`src/rtl/snitch_clkdiv2_ctrl_pkg.sv`:
```
// Shared types for the snitch_clkdiv2 mode controller.
//   clkdiv_ctrl_state_e : controller FSM states
//   holds_quiesce()     : states in which downstream must stay stalled
package snitch_clkdiv_pkg;

  typedef enum logic [2:0] {
    IDLE    = 3'd0,
    QUIESCE = 3'd1,
    SETTLE  = 3'd2,
    ALIGN   = 3'd3,
    SWITCH  = 3'd4,
    RELEASE = 3'd5,
    ABORT   = 3'd6,
    DONE    = 3'd7
  } clkdiv_ctrl_state_e;

  // Downstream is held stalled from the first quiesce request up to and
  // including the switch cycle itself.
  function automatic logic holds_quiesce(clkdiv_ctrl_state_e s);
    return s inside {QUIESCE, SETTLE, ALIGN, SWITCH};
  endfunction

endpackage

```
`src/rtl/snitch_clkdiv2_ctrl_if.sv`:
```
// Request / quiesce handshake bundle of the clkdiv2 mode controller.
//   req_valid/req_bypass/req_ready : mode change request (valid & ready)
//   done/err                       : completion pulse, err marks a timeout abort
//   quiesce_req/quiesce_ack        : drain request to downstream, level ack back
// slave  : the controller side
// master : requester and downstream logic (the controller's environment)
interface snitch_clkdiv2_ctrl_if;
  logic req_valid;
  logic req_bypass;
  logic req_ready;
  logic done;
  logic err;
  logic quiesce_req;
  logic quiesce_ack;

  modport slave (
    input  req_valid, req_bypass, quiesce_ack,
    output req_ready, done, err, quiesce_req
  );

  modport master (
    output req_valid, req_bypass, quiesce_ack,
    input  req_ready, done, err, quiesce_req
  );
endinterface

```
`src/rtl/snitch_clkdiv2_ctrl.sv`:
```
// Mode controller sitting directly upstream of snitch_clkdiv2, driving its
// bypass_i. Runs on the fast clock. A mode change is only applied after the
// downstream logic has acknowledged quiescence for SettleCycles cycles and
// only on the edge where the divider flop goes 1->0, so the output clock
// never gets a runt pulse. A quiesce that never completes aborts after
// TimeoutCycles and is reported via err_o / err_sticky_o.
//
// Ports
//   clk_i        fast clock (same net as divider clk_i)
//   rst_ni       asynchronous active-low reset (same as divider)
//   bus          request + quiesce handshake (slave side)
//   err_clear_i  clears err_sticky_o (a timeout in the same cycle wins)
//   err_sticky_o sticky timeout flag
//   bypass_o     to snitch_clkdiv2 bypass_i (1 = bypass, 0 = divide)
//   busy_o       FSM not in IDLE
module snitch_clkdiv2_ctrl
  import snitch_clkdiv_pkg::*;
#(
  parameter logic        BypassRst     = 1'b0,
  parameter int unsigned SettleCycles  = 4,
  parameter int unsigned TimeoutCycles = 1024
) (
  input  logic                        clk_i,
  input  logic                        rst_ni,
  snitch_clkdiv2_ctrl_if.slave        bus,
  input  logic                        err_clear_i,
  output logic                        err_sticky_o,
  output logic                        bypass_o,
  output logic                        busy_o
);

  // One counter serves both the quiesce timeout and the settle window; it is
  // sized for the timeout, so SettleCycles must not exceed TimeoutCycles.
  localparam int unsigned CntW = $clog2(TimeoutCycles);
  typedef logic [CntW-1:0] cnt_t;
  localparam cnt_t TimeoutMax = cnt_t'(TimeoutCycles - 1);
  localparam cnt_t SettleMax  = cnt_t'(SettleCycles - 1);

  clkdiv_ctrl_state_e state_q, state_d;
  cnt_t               cnt_q, cnt_d;
  logic               phase_q;
  logic               req_q, req_d;
  logic               bypass_q, bypass_d;
  logic               sticky_q, sticky_d;
  logic               done_q, done_d;
  logic               err_q, err_d;
  logic               quiesce_q, quiesce_d;
  logic               ready_q, ready_d;
  logic               busy_q, busy_d;

  // Next-state logic. Registered outputs are derived from the next state so
  // that every output is a plain flop.
  always_comb begin
    state_d  = state_q;
    cnt_d    = cnt_q;
    req_d    = req_q;
    bypass_d = bypass_q;
    sticky_d = sticky_q & ~err_clear_i;
    err_d    = 1'b0;

    unique case (state_q)
      IDLE: begin
        if (bus.req_valid) begin
          req_d = bus.req_bypass;
          if (bus.req_bypass == bypass_q) begin
            state_d = DONE;
          end else begin
            state_d = QUIESCE;
            cnt_d   = '0;
          end
        end
      end

      QUIESCE: begin
        if (bus.quiesce_ack) begin
          state_d = SETTLE;
          cnt_d   = '0;
        end else if (cnt_q == TimeoutMax) begin
          state_d = ABORT;
        end else begin
          cnt_d = (cnt_q == '1) ? cnt_q : cnt_q + cnt_t'(1);
        end
      end

      SETTLE: begin
        if (!bus.quiesce_ack) begin
          // Ack must be stable for the whole window; restart the timeout.
          state_d = QUIESCE;
          cnt_d   = '0;
        end else if (cnt_q == SettleMax) begin
          // phase_q==1 means the divider flop falls on this edge: switch now,
          // otherwise burn one cycle in ALIGN.
          if (phase_q) begin
            state_d  = SWITCH;
            bypass_d = req_q;
          end else begin
            state_d = ALIGN;
          end
        end else begin
          cnt_d = (cnt_q == '1) ? cnt_q : cnt_q + cnt_t'(1);
        end
      end

      ALIGN: begin
        if (phase_q) begin
          state_d  = SWITCH;
          bypass_d = req_q;
        end
      end

      SWITCH:  state_d = RELEASE;

      RELEASE: begin
        if (!bus.quiesce_ack) state_d = DONE;
      end

      ABORT: begin
        sticky_d = 1'b1;
        err_d    = 1'b1;
        state_d  = DONE;
      end

      DONE:    state_d = IDLE;

      default: state_d = IDLE;
    endcase

    done_d    = (state_d == DONE);
    quiesce_d = holds_quiesce(state_d);
    ready_d   = (state_d == IDLE);
    busy_d    = (state_d != IDLE);
  end

  always_ff @(posedge clk_i or negedge rst_ni) begin
    if (!rst_ni) begin
      state_q   <= IDLE;
      cnt_q     <= '0;
      phase_q   <= 1'b0;
      req_q     <= BypassRst;
      bypass_q  <= BypassRst;
      sticky_q  <= 1'b0;
      done_q    <= 1'b0;
      err_q     <= 1'b0;
      quiesce_q <= 1'b0;
      ready_q   <= 1'b1;
      busy_q    <= 1'b0;
    end else begin
      state_q   <= state_d;
      cnt_q     <= cnt_d;
      // Mirror of the divider flop: free-running, never stalled.
      phase_q   <= ~phase_q;
      req_q     <= req_d;
      bypass_q  <= bypass_d;
      sticky_q  <= sticky_d;
      done_q    <= done_d;
      err_q     <= err_d;
      quiesce_q <= quiesce_d;
      ready_q   <= ready_d;
      busy_q    <= busy_d;
    end
  end

  assign bus.req_ready   = ready_q;
  assign bus.done        = done_q;
  assign bus.err         = err_q;
  assign bus.quiesce_req = quiesce_q;
  assign err_sticky_o    = sticky_q;
  assign bypass_o        = bypass_q;
  assign busy_o          = busy_q;

endmodule

```
`src/flat_wrapper.sv`:
```
// flat-port wrapper written by rule: the top's interface ports become plain ports
module snitch_clkdiv2_ctrl_flat import snitch_clkdiv_pkg::*;
#(
  parameter logic        BypassRst     = 1'b0,
  parameter int unsigned SettleCycles  = 4,
  parameter int unsigned TimeoutCycles = 1024
)
  (clk_i, rst_ni, err_clear_i, err_sticky_o, bypass_o, busy_o, bus_req_valid, bus_req_bypass, bus_quiesce_ack, bus_req_ready, bus_done, bus_err, bus_quiesce_req);
  snitch_clkdiv2_ctrl_if bus_i ();
  input  logic clk_i;
  input  logic rst_ni;
  input  logic err_clear_i;
  output logic err_sticky_o;
  output logic bypass_o;
  output logic busy_o;
  input wire logic [$bits(bus_i.req_valid)-1:0] bus_req_valid;
  input wire logic [$bits(bus_i.req_bypass)-1:0] bus_req_bypass;
  input wire logic [$bits(bus_i.quiesce_ack)-1:0] bus_quiesce_ack;
  output wire logic [$bits(bus_i.req_ready)-1:0] bus_req_ready;
  output wire logic [$bits(bus_i.done)-1:0] bus_done;
  output wire logic [$bits(bus_i.err)-1:0] bus_err;
  output wire logic [$bits(bus_i.quiesce_req)-1:0] bus_quiesce_req;
  assign bus_i.req_valid = bus_req_valid;
  assign bus_i.req_bypass = bus_req_bypass;
  assign bus_i.quiesce_ack = bus_quiesce_ack;
  assign bus_req_ready = bus_i.req_ready;
  assign bus_done = bus_i.done;
  assign bus_err = bus_i.err;
  assign bus_quiesce_req = bus_i.quiesce_req;
  snitch_clkdiv2_ctrl #(.BypassRst(BypassRst), .SettleCycles(SettleCycles), .TimeoutCycles(TimeoutCycles)) u_core (.clk_i(clk_i), .rst_ni(rst_ni), .bus(bus_i), .err_clear_i(err_clear_i), .err_sticky_o(err_sticky_o), .bypass_o(bypass_o), .busy_o(busy_o));
endmodule
```
`config.mk`:
```
export PLATFORM = sky130hd
export DESIGN_NAME = snitch_clkdiv2_ctrl_flat
export DESIGN_NICKNAME = d
export VERILOG_FILES = /design/src/rtl/snitch_clkdiv2_ctrl_pkg.sv /design/src/rtl/snitch_clkdiv2_ctrl_if.sv /design/src/rtl/snitch_clkdiv2_ctrl.sv /design/src/flat_wrapper.sv
export SDC_FILE = /design/constraint.sdc
export NUM_CORES = 1
export LEC_CHECK = 0
export CAP_MARGIN = 40
export CORE_MARGIN = 3
export CORE_UTILIZATION = 59
export DETAILED_ROUTE_END_ITERATION = 8
export PLACE_DENSITY = 0.83
export REMOVE_ABC_BUFFERS = 1
export SYNTH_ARGS = -nofsm -noshare
export SYNTH_HDL_FRONTEND = slang
export SYNTH_SLANG_ARGS = --single-unit
```
`constraint.sdc`:
```
create_clock -name clk_i -period 4.36 [get_ports clk_i]
set_input_delay 0.654 -clock clk_i [delete_from_list [all_inputs] [get_ports clk_i]]
set_output_delay 0.654 -clock clk_i [all_outputs]
set_load 0.02 [all_outputs]
```
==> flow_metrics.env <==
export IMPL_rows=15
export IMPL_drive_above_1_share_pct=6.21
export IMPL_wl_per_cell_um=15.1
export IMPL_worst_pin_slew_ns=0.617
export IMPL_antenna_found_initial=0
export IMPL_power_density_nw_per_um2=595
export IMPL_clock_tree_buffer_depth=2
export IMPL_met3WireLength_um=142
export IMPL_routed_wl_um=2570
export IMPL_place_hpwl_um=1920
export IMPL_grt_pass1_vias=1022
export IMPL_holdWs_ns=0.519
export IMPL_track_usage_pct=23.0
export IMPL_ff_latch_area_um2=552
export IMPL_cts_sinks=22
export IMPL_syn_inst=134
export IMPL_crit_fanout=16
export IMPL_fmax_ghz=0.419
export IMPL_path_buf_inv=2
export IMPL_ys_flop_type="dfrtp_1"
export IMPL_finalPower_w=0.000834
export IMPL_cts_hold_fix_buffers=0
export IMPL_cts_resized=0
export IMPL_cp_data_arrival_time_ns=2.63
export IMPL_vias=1072
export IMPL_hold_viol=0
export IMPL_synth_top_area_cell="dfrtp_1"
export IMPL_synth_top_family_by_area="simple AND/OR/NAND/NOR gates"
export IMPL_h_tree_depth=1
export IMPL_numCtsBuffers=3
export IMPL_fin_worst_skew_ns=0.00180
export IMPL_area_growth_pct=12.9
export IMPL_ios=13
export IMPL_synth_compound_area_share_pct=21.3
export IMPL_wl_met1_um=1190
export IMPL_p_leak_nw=0.549
export IMPL_synth_avg_cell_area_um2=9.26
export IMPL_crit_family="buffers and inverters"
export IMPL_yosys_area_share_adder_pct=1.01
export IMPL_rsz0062_at_grt="false"
export IMPL_antenna_cells=0
export IMPL_synth_edf_count=0
export IMPL_irDropWorstVdd_mv=0.470
export IMPL_slew_headroom_pct=58.7
export IMPL_fin_crit_sh_pct=54.8
export IMPL_finalWeightedCongestion=0.906
export IMPL_post_route_util_pct=75.4
export IMPL_route_met2_wl_um=1210
export IMPL_clk_latency_ns=0.31
export IMPL_final_common_cell="dfrtp_1"
export IMPL_slowest_delay_ns=0.47
export IMPL_dr_first_iter_drc_count=31
export IMPL_setup_viol=0
export IMPL_synth_seq_area_share_pct=44.5
export IMPL_clkTransAtPathRegs_ns=0.12
export IMPL_postCtsSetupRepairBufs=0
export IMPL_ys_ff_latch=22
export IMPL_final_cell_mix="dfrtp_1, clkdlybuf4s50_1, nand2_1"
export IMPL_drv_cap=0
export IMPL_root_buffer="clkbuf_4"
export IMPL_vias_per_cell=6.31
export IMPL_drc=0
export IMPL_die_x_um=51.9
export IMPL_finalMaxSlewViolations=0
export IMPL_finalSetupTns_ns=0
export IMPL_worstPathCellList="clkdlybuf4s50_1 > xnor2_1 > o21ai_1 > o211ai_1 > buf_4 > or4_1 > a21oi_1"
export IMPL_ys_top_cells_by_area="dfrtp_1, nand2_1, a21oi_1, nand3_1, o31ai_1"
export IMPL_grt_pass1_wl_um=4570
export IMPL_synthSimpleGateAreaFrac_pct=26.0
export IMPL_crit_required_ns=4.60
export IMPL_start_util_pct=66.8
export IMPL_port_buffers=12
export IMPL_synth_mux_area_share_pct=1.81
export IMPL_n_fill_cell=128
export IMPL_die_y_um=51.9
export IMPL_fin_crit_ns=2.39
export IMPL_hold_class="flip-flop to flip-flop"
export IMPL_synth_async_sr_flop_share_pct=100
export IMPL_regToRegSetupSlack_ns=2.13
export IMPL_crit_path_start_kind="primary input"
export IMPL_ant_nets=0
export IMPL_syn_area_um2=1240
export IMPL_top_layer_used="met4"
export IMPL_first_pass_iters=4
export IMPL_nNetsFinal=153
export IMPL_yosys_warnings=0
export IMPL_multiInputGateArea_um2=631
export IMPL_synth_top_area_share_pct=42.3
export IMPL_grt_overflow_total=0
export IMPL_coreArea_um2=1860
export IMPL_cp_slowest_cell="or4_1"
export IMPL_outcome="finished, final reports clean"
export IMPL_fp_dieArea_um2=2690
export IMPL_grt_max_degree=17
export IMPL_worstSetupPathType="primary input to flip-flop"
export IMPL_synth_distinct_cells=43
export IMPL_tritoncts="built"
export IMPL_synth_xor_area_share_pct=0.706
export IMPL_end_kind="flip-flop"
==> layer usage <==
layer	vias up	track usage [%]
li1	528	-
met1	505	31.7
met2	36	36.2
met3	3	3.72
met4	0	8.73
met5	-	0
==> worst register-to-register path: stages, from the launching register on <==
cell and delay (ns):
dfrtp_1 0.42, ha_1 0.23, nand3_1 0.18, or3_1 0.50, or3_1 0.36, a32oi_2 0.30
and3_1 0.19
==> area by class of cell <==
class,instances,share of cell area [%]
clock buffer,4,1.88
inverter,5,1.34
multi-input combinational,100,45.0
sequential,22,39.4
tap,25,2.23
timing repair buffer,14,10.2
==> cell usage after synthesis, types with 3 or more instances <==
master     n
o21ai_0    3
nor3_1     5
or3_1      6
clkbuf_1   3
o21ai_1    5
dfrtp_1   21
inv_1      5
o211ai_1   3
o31ai_1    5
nand3_1    8
o31a_1     3
a21oi_1    8
nor2_1     8
or4_1      4
nand2_1   11
==> sequential cells by signal, indices dropped and copies added, names as in the netlist <==
register                count
u_core.phase_q              1
u_core.cnt_q               10
u_core.busy_o               1
u_core.bus.req_ready        1
u_core.err_sticky_o         1
u_core.state_q              3
u_core.bypass_o             1
u_core.bus.quiesce_req      1
u_core.bus.done             1
u_core.bus.err              1
u_core.req_q                1
==> stage by stage <==
stage	setup slack [ns]	cell area (µm²)	std cells
finish	1.97	1400	170
global route	1.84	1400	170
CTS	1.98	1400	170
detailed placement	1.66	1380	166
global placement	1.37	1350	164
floorplan	2.16	1200	127
==> path summary, 6_finish.rpt <==
check | start | end | cells after the start
max in group asynchronous | rst_ni | u_core.bus.req_ready | 2
max | bus_req_bypass | u_core.cnt_q[3] | 7
min in group asynchronous | rst_ni | u_core.cnt_q[3] | 1
min reg2reg | u_core.req_q | u_core.req_q | 1
min | u_core.req_q | u_core.req_q | 1
max reg2reg | u_core.cnt_q[0] | u_core.bus.done | 6
==> logic make-up after synthesis <==
kind of cell,count (synthesis)
buf+inv,12
mux,2
compound gates,38
fa+ha+maj,1
flops,22
xor+xnor,1
simple gates,58
==> report_power, final <==
| part | leakage (nW) | switching [W] | internal, W |
|---|---|---|---|
| Combinational | 0.255 | 0.000229 | 0.000182 |
| Clock | 0.0150 | 0.0000627 | 0.0000358 |
| Sequential | 0.279 | 0.0000654 | 0.000259 |
| Total | 0.549 | 0.000357 | 0.000477 |
Power figures use the tool's default switching activity.
